`config.mk`:
```
export PLATFORM = sky130hd
export DESIGN_NAME = prio_code_decoder_flat
export DESIGN_NICKNAME = d
export VERILOG_FILES = /design/src/rtl/prio_code_decoder_if.sv /design/src/rtl/prio_code_decoder.sv /design/src/flat_wrapper.sv
export SDC_FILE = /design/constraint.sdc
export NUM_CORES = 1
export LEC_CHECK = 0
export BUFFER_PORTS_ARGS = -buffer_cell sky130_fd_sc_hd__buf_4
export CORE_MARGIN = 1.5
export CORE_UTILIZATION = 50
export DETAILED_ROUTE_END_ITERATION = 10
export GPL_TIMING_DRIVEN = 1
export HOLD_SLACK_MARGIN = 0.06
export PLACE_DENSITY = 0.79
export SLEW_MARGIN = 20
export SYNTH_ARGS = -nofsm -noshare
export SYNTH_HDL_FRONTEND = slang
export SYNTH_SLANG_ARGS = --single-unit
```
`constraint.sdc`:
```
create_clock -name clk -period 5.8 [get_ports clk]
set_input_delay 1.45 -clock clk [delete_from_list [all_inputs] [get_ports clk]]
set_output_delay 1.45 -clock clk [all_outputs]
set_load 0.1 [all_outputs]
```
`src/rtl/prio_code_decoder_if.sv`:
```
// Producer handshake and decoded-output bundle for prio_code_decoder.
// The err signal exists only when PRIO_DEC_ERR_EN is defined.
interface prio_code_decoder_if #(
  parameter int unsigned DEPTH = 4
);
  localparam int unsigned CW = $clog2(DEPTH) + 1;

  logic          in_valid;
  logic          in_ready;
  logic [2:0]    in_code;
  logic          in_none;
  logic [7:0]    sel;
  logic          busy;
  logic          done;
  logic [CW-1:0] count;
`ifdef PRIO_DEC_ERR_EN
  logic          err;
`endif

  // Producer / observer side
  modport master (
    output in_valid, in_code, in_none,
    input  in_ready, sel, busy, done, count
`ifdef PRIO_DEC_ERR_EN
    , input err
`endif
  );

  // Decoder side
  modport slave (
    input  in_valid, in_code, in_none,
    output in_ready, sel, busy, done, count
`ifdef PRIO_DEC_ERR_EN
    , output err
`endif
  );
endinterface

```
`src/rtl/prio_code_decoder.sv`:
```
// Queued 3-to-8 decoder: replays each FIFO'd priority code as a one-hot sel held
// for HOLD cycles plus one idle gap. Optional err pulse under PRIO_DEC_ERR_EN.
module prio_code_decoder #(
  parameter int unsigned HOLD  = 4,
  parameter int unsigned DEPTH = 4
) (
  input  logic                 clk,
  input  logic                 rst,
  prio_code_decoder_if.slave   bus
);
  localparam int unsigned AW       = $clog2(DEPTH);
  localparam int unsigned CW       = AW + 1;
  localparam logic [7:0]  HOLD_M1  = 8'(HOLD - 1);
  localparam bit          HOLD_ONE = (HOLD == 1);

  typedef enum logic [1:0] {S_IDLE, S_DRIVE, S_GAP} state_t;

  state_t        r_state, w_state_nxt;
  logic [7:0]    r_hold,  w_hold_nxt;
  logic [7:0]    r_sel,   w_sel_nxt;
  logic          r_done,  w_done_nxt;
  logic          r_busy;
  logic [3:0]    r_mem [DEPTH];
  logic [AW-1:0] r_wr_ptr, r_rd_ptr;
  logic [CW-1:0] r_count;
  logic          w_ready, w_push, w_pop, w_empty;
  logic [3:0]    w_head;

  // Occupancy-only ready: a full FIFO refuses even when a pop happens alongside
  assign w_ready = (r_count < CW'(DEPTH));
  assign w_push  = bus.in_valid && w_ready;
  assign w_empty = (r_count == '0);
  assign w_head  = r_mem[r_rd_ptr];

  always_ff @(posedge clk) begin
    if (w_push) r_mem[r_wr_ptr] <= {bus.in_none, bus.in_code};
  end

  always_ff @(posedge clk or posedge rst) begin
    if (rst) begin
      r_wr_ptr <= '0;
      r_rd_ptr <= '0;
      r_count  <= '0;
    end else begin
      if (w_push) r_wr_ptr <= r_wr_ptr + AW'(1);
      if (w_pop)  r_rd_ptr <= r_rd_ptr + AW'(1);
      case ({w_push, w_pop})
        2'b10:   r_count <= r_count + CW'(1);
        2'b01:   r_count <= r_count - CW'(1);
        default: r_count <= r_count;
      endcase
    end
  end

  // Next-state and registered-output values
  always_comb begin
    w_state_nxt = r_state;
    w_hold_nxt  = r_hold;
    w_sel_nxt   = r_sel;
    w_done_nxt  = 1'b0;
    w_pop       = 1'b0;
    case (r_state)
      S_IDLE, S_GAP: begin
        if (!w_empty) begin
          w_pop       = 1'b1;
          w_state_nxt = S_DRIVE;
          w_hold_nxt  = HOLD_M1;
          w_sel_nxt   = w_head[3] ? 8'h00 : (8'd1 << w_head[2:0]);
          w_done_nxt  = HOLD_ONE;
        end else begin
          w_state_nxt = S_IDLE;
          w_sel_nxt   = 8'h00;
        end
      end
      S_DRIVE: begin
        if (r_hold == 8'd0) begin
          w_state_nxt = S_GAP;
          w_sel_nxt   = 8'h00;
        end else begin
          w_hold_nxt = r_hold - 8'd1;
          w_done_nxt = (r_hold == 8'd1);
        end
      end
      default: begin
        w_state_nxt = S_IDLE;
        w_sel_nxt   = 8'h00;
      end
    endcase
  end

  always_ff @(posedge clk or posedge rst) begin
    if (rst) begin
      r_state <= S_IDLE;
      r_hold  <= 8'd0;
      r_sel   <= 8'h00;
      r_done  <= 1'b0;
      r_busy  <= 1'b0;
    end else begin
      r_state <= w_state_nxt;
      r_hold  <= w_hold_nxt;
      r_sel   <= w_sel_nxt;
      r_done  <= w_done_nxt;
      r_busy  <= (r_state != S_IDLE) || !w_empty;
    end
  end

`ifdef PRIO_DEC_ERR_EN
  logic r_err;

  // Flags the first hold cycle of an in_none entry
  always_ff @(posedge clk or posedge rst) begin
    if (rst) r_err <= 1'b0;
    else     r_err <= w_pop && w_head[3];
  end

  assign bus.err = r_err;
`endif

  assign bus.in_ready = w_ready;
  assign bus.sel      = r_sel;
  assign bus.busy     = r_busy;
  assign bus.done     = r_done;
  assign bus.count    = r_count;
endmodule
```
`src/flat_wrapper.sv`:
```
// flat-port wrapper written by rule: the top's interface ports become plain ports
module prio_code_decoder_flat 
#(
  parameter int unsigned HOLD  = 4,
  parameter int unsigned DEPTH = 4
)
  (clk, rst, bus_in_valid, bus_in_code, bus_in_none, bus_in_ready, bus_sel, bus_busy, bus_done, bus_count);
  prio_code_decoder_if #(.DEPTH(DEPTH)) bus_i ();
  input  logic clk;
  input  logic rst;
  input wire logic [$bits(bus_i.in_valid)-1:0] bus_in_valid;
  input wire logic [$bits(bus_i.in_code)-1:0] bus_in_code;
  input wire logic [$bits(bus_i.in_none)-1:0] bus_in_none;
  output wire logic [$bits(bus_i.in_ready)-1:0] bus_in_ready;
  output wire logic [$bits(bus_i.sel)-1:0] bus_sel;
  output wire logic [$bits(bus_i.busy)-1:0] bus_busy;
  output wire logic [$bits(bus_i.done)-1:0] bus_done;
  output wire logic [$bits(bus_i.count)-1:0] bus_count;
  assign bus_i.in_valid = bus_in_valid;
  assign bus_i.in_code = bus_in_code;
  assign bus_i.in_none = bus_in_none;
  assign bus_in_ready = bus_i.in_ready;
  assign bus_sel = bus_i.sel;
  assign bus_busy = bus_i.busy;
  assign bus_done = bus_i.done;
  assign bus_count = bus_i.count;
  prio_code_decoder #(.HOLD(HOLD), .DEPTH(DEPTH)) u_core (.clk(clk), .rst(rst), .bus(bus_i));
endmodule
```
# Word-level counts from Yosys, hierarchy flattened
# Memories as Yosys holds them, arrays and structs flattened.
# Index checks and enable logic that the tools add are counted.
# totals
reg_bits,27
mem_bits_rw,16
input_bits,7
output_inout_bits,14
word_cells,52
mem_count,1
# op_classes
n_addsub,5
order_cmp,1
n_eq_ne,8
n_shift,1
muxes,17
n_reduce_logical,11
# memory_table
name,words,width,rd,rd_clocked_by_memory_dff,write_ports,line,source
u_core.r_mem,4,4,1,0,1,prio_code_decoder.sv:23,logic [3:0] r_mem [DEPTH];
# op_table
operator,count
8-bit two-way mux,5
8-bit one-hot mux with 2 select lines,2
8-bit by 1-bit == test with 1-bit output (second input constant),1
8-bit logical NOT,1
1-bit by 3-bit << shifter with 8-bit output (first input constant),1
8-bit by 1-bit subtractor with 8-bit output (second input constant),1
1-bit two-way mux,7
3-bit one-hot mux with 2 select lines,1
2-bit nonzero test,3
2-bit by 1-bit adder with 2-bit output (second input constant),2
2-bit by 1-bit == test with 1-bit output (second input constant),2
2-bit == test (second input constant),2
2-bit inequality test (second input constant),2
2-bit one-hot mux with 2 select lines,1
3-bit by 1-bit adder with 3-bit output (second input constant),1
3-bit logical NOT,1
3-bit < comparator (second input constant),1
3-bit AND reduction,1
3-bit by 1-bit subtractor with 3-bit output (second input constant),1
2-bit logical NOT,1
2-bit two-way mux,1
2-bit by 1-bit inequality test with 1-bit output (second input constant),1
2-bit OR reduction,1
1-bit logical AND,1
other kinds (2),2

# Longest topological paths before layout
# logic_depth
word_depth,5
ltp_mapped,10

# Worst setup path before layout
# OpenSTA, ideal clock, no wires.
# synth_path
kind,register -> output
startpoint,"reg u_core.r_count[2], in the netlist u_core.bus.count[2]"
endpoint,out bus_in_ready
arrival_time_ns,1.620
setup_slack_ns,2.730
path_stages_with_launch,2
path_buffers,0
path_cell_list,dfrtp_1 inv_1
# synth_via
elab_chain_len,1
# synth_lines
item,line,source
from (decl),prio_code_decoder.sv:25,logic [CW-1:0] r_count;
from (signal assigned),prio_code_decoder.sv:48,2'b10: r_count <= r_count + CW'(1);
from (signal assigned),prio_code_decoder.sv:49,2'b01: r_count <= r_count - CW'(1);
from (signal assigned),prio_code_decoder.sv:50,default: r_count <= r_count;
3-bit < comparator,prio_code_decoder.sv:30,assign w_ready = (r_count < CW'(DEPTH));
to (decl),flat_wrapper.sv:14,output wire logic [$bits(bus_i.in_ready)-1:0] bus_in_ready;
# No other way between the ends.

# Worst setup path after layout
# layout_path
startpoint,in bus_in_valid
endpoint,"reg u_core.r_count[1], in the netlist u_core.bus.count[1]"
# layout_via
elab_chain_len,3
elab_cells_between_ends,5
# layout_lines
item,line,source
from (decl),flat_wrapper.sv:11,input wire logic [$bits(bus_i.in_valid)-1:0] bus_in_valid;
1-bit logical AND *,prio_code_decoder.sv:31,assign w_push = bus.in_valid && w_ready;
2-bit by 1-bit == test with 1-bit output / 2-bit == test (equally long branches),prio_code_decoder.sv:47,"case ({w_push, w_pop})"
3-bit one-hot mux with 2 select lines / 2-bit nonzero test (equally long branches),n/a,
# Every way passes the cells marked *; elsewhere a longest branch is shown, timed or not.
# A chain may end at the register's enable or synchronous reset.

==> out/metrics.csv <==
metric;value;unit
synth_mux_area_share;5.26;%
clk_pin_slew;80;ps
htreeDepth;2;
final.setup_skew;6.92;ps
drt_wl_total;3.13;mm
ctsResizeCount;0;
antenna_cells;0;
dr.pass1.iters;4;
timing.slew.headroom;38.6;%
final_cell_area;2200;µm²
grt_max_degree;28;
place.gp.congestion;0.808;
dieWidth;64.7;µm
num_vias;1159;
cts_buffers;5;
root_buffer;clkbuf_8;
synth_top_family_by_area;simple AND/OR/NAND/NOR gates;
cts_buffer_depth;2;
crit_type;in2reg;
synth-simple-area-share;11.1;%
drcViolationCount;0;
synth_cell_types;35;
final_min_period_over_clock_period;45.9;%
drtIter0Drc;62;
synth-adder-area-share;6.31;%
wl_per_cell;14.6;µm
crit_fanout;8;
max_freq;376;MHz
rows;22;
period_minus_slack;2660;ps
cts_tree;yes;
setup_tns;0;ps
yosys_warnings;0;
synth_compound_area_share;9.20;%
place_ws;2830;ps
synth_xor_area_share;3.68;%
ys_seq_area_share;60.7;%
dpl-instance-area;2080;µm²
netlist_area;1900;µm²
crit_path_start_kind;primary input;
rsz0062_at_grt;false;
fillCellCount;290;
die_y;64.7;µm
clock_latency;290;ps
grt_usage;17.3;%
die_area;4190;µm²
grt_pass1_wl;5.40;mm
drive_above_1_share;21.6;%
synthCells;144;
synth_seq_cells;43;
postSynthAreaPerCell;13.2;µm²
slew_violations;0;
via_per_inst;5.39;
endpoint_kind;flop;
syn_nets;160;
tightest_slew;916;ps
worstPathRequired;6010;ps
postLayoutCoreUtil;60.2;%
antenna_found_initial;0;
core_area;3660;µm²
finalHoldViolations;0;
clkSinkCount;43;
setup_viol;0;
timing.final.ws_setup;3140;ps
drtAntennaViolNets;0;
port_buffers;20;
ios;21;
initial_core_util;52.0;%
area_growth;15.7;%
drv_cap;0;
dp_hpwl;2.38;mm
grt_overflow;0;
grt_pass1_vias;1195;
hold_path.class;reg2reg;
cts_hold_buf;0;
post_cts_buffers;0;
arrival;2870;ps
nets;182;
status;complete, no violations;
Yosys cell counts:
master | instances | share of area, %
dfrtp_1 | 27 | 36
edfxtp_1 | 16 | 25
inv_1 | 11 | 2.2
nand2_1 | 9 | 1.8
a22o_1 | 8 | 3.7
ha_1 | 8 | 5.3
nor2_1 | 8 | 1.6
xnor2_1 | 6 | 2.8
and2_1 | 5 | 1.6
mux4_2 | 4 | 4.7
nor2b_1 | 4 | 1.3
nor3_1 | 4 | 1.1
o21ai_0 | 4 | 1.1
o211ai_1 | 3 | 1.2
a21oi_1 | 2 | 0.53
and3_1 | 2 | 0.66
buf_2 | 2 | 0.53
clkbuf_1 | 2 | 0.39
or4_1 | 2 | 0.79
xor2_1 | 2 | 0.92
a31oi_1 | 1 | 0.33
a41o_1 | 1 | 0.53
buf_6 | 1 | 0.59
fa_1 | 1 | 1.1
mux2i_1 | 1 | 0.53
nand4b_1 | 1 | 0.46
nor3b_1 | 1 | 0.39
nor4_1 | 1 | 0.33
o21a_4 | 1 | 0.79
o21ai_1 | 1 | 0.26
o21ai_2 | 1 | 0.46
o31ai_1 | 1 | 0.39
or2_2 | 1 | 0.33
or3_1 | 1 | 0.33
or3b_2 | 1 | 0.46
worst paths after layout:
path                                startpoint                   to  slack, ps  depth (start not counted)
hold / removal               u_core.r_state[1]      u_core.bus.busy        490                          2
max in group asynchronous                  rst    u_core.r_state[1]       4120                          2
setup reg to reg           u_core.bus.count[0]  u_core.bus.count[2]       3460                          9
min in group asynchronous                  rst     u_core.r_hold[5]       1250                          2
setup / recovery                  bus_in_valid  u_core.bus.count[1]       3140                          7
hold reg to reg              u_core.r_state[1]      u_core.bus.busy        490                          2
cells in the final DEF (no fill, tap or decap), types with 2 or more instances in the layout:
cell      count
xnor2_1       6
edfxtp_1     16
or4_1         2
a22o_1        8
clkbuf_8      6
ha_1          8
nand2_1       9
a21oi_1       2
and3_1        2
o211ai_1      3
xor2_1        2
o21ai_0       4
buf_4        20
nor3_1        4
and2_1        5
nor2_1        8
mux4_2        4
inv_1        10
dfrtp_1      27
nor2b_1       4
logic make-up after synthesis:
| group | count (synthesis) |
|---|---|
| flip-flops | 43 |
| XOR/XNOR | 8 |
| AO/OA/AOI/OAI | 23 |
| AND/OR/NAND/NOR | 40 |
| buffers and inverters | 16 |
| multiplexers | 5 |
| adder cells (fa/ha/maj) | 9 |
critical path, stage by stage:
cell	delay (ps)
buf_4	70
nor2b_1	390
inv_1	110
ha_1	230
inv_1	70
fa_1	390
o21ai_0	160
sequential cells by signal (all words and copies together) (netlist names):
| signal | flops |
|---|---|
| u_core.r_wr_ptr | 2 |
| u_core.bus.busy | 1 |
| u_core.r_rd_ptr | 2 |
| u_core.r_state | 2 |
| u_core.r_hold | 8 |
| u_core.bus.count | 3 |
| u_core.bus.sel | 8 |
| u_core.bus.done | 1 |
| u_core.r_mem | 16 |
layout make-up:
cell class                 count  area [µm²]  share of cell area [%]
multi-input combinational     85         677                    30.7
clock inverter                 2        35.0                    1.59
timing repair buffer          20         150                    6.82
inverter                      11        41.3                    1.88
clock buffer                   6        82.6                    3.75
sequential                    43        1160                    52.5
tap                           48        60.1                    2.73
per-stage QoR:
| step | hold slack, ps | std cells |
|---|---|---|
| detailed placement | 465 | 207 |
| global placement | 473 | 207 |
| global route | 528 | 215 |
| floorplan | 438 | 144 |
| finish | 492 | 215 |
| CTS | 488 | 215 |
per-layer routing:
| metal | GRT usage, % | wire length [µm] | vias up |
|---|---|---|---|
| met5 | 0 | 0 | - |
| met4 | 7.98 | 55 | 0 |
| met3 | 4.51 | 124 | 7 |
| met2 | 28.8 | 1610 | 28 |
| met1 | 21.1 | 1340 | 570 |
| li1 | - | - | 554 |
Power is not shown: default switching activity piles up to over one toggle a cycle in this logic, so the estimate is an artifact.
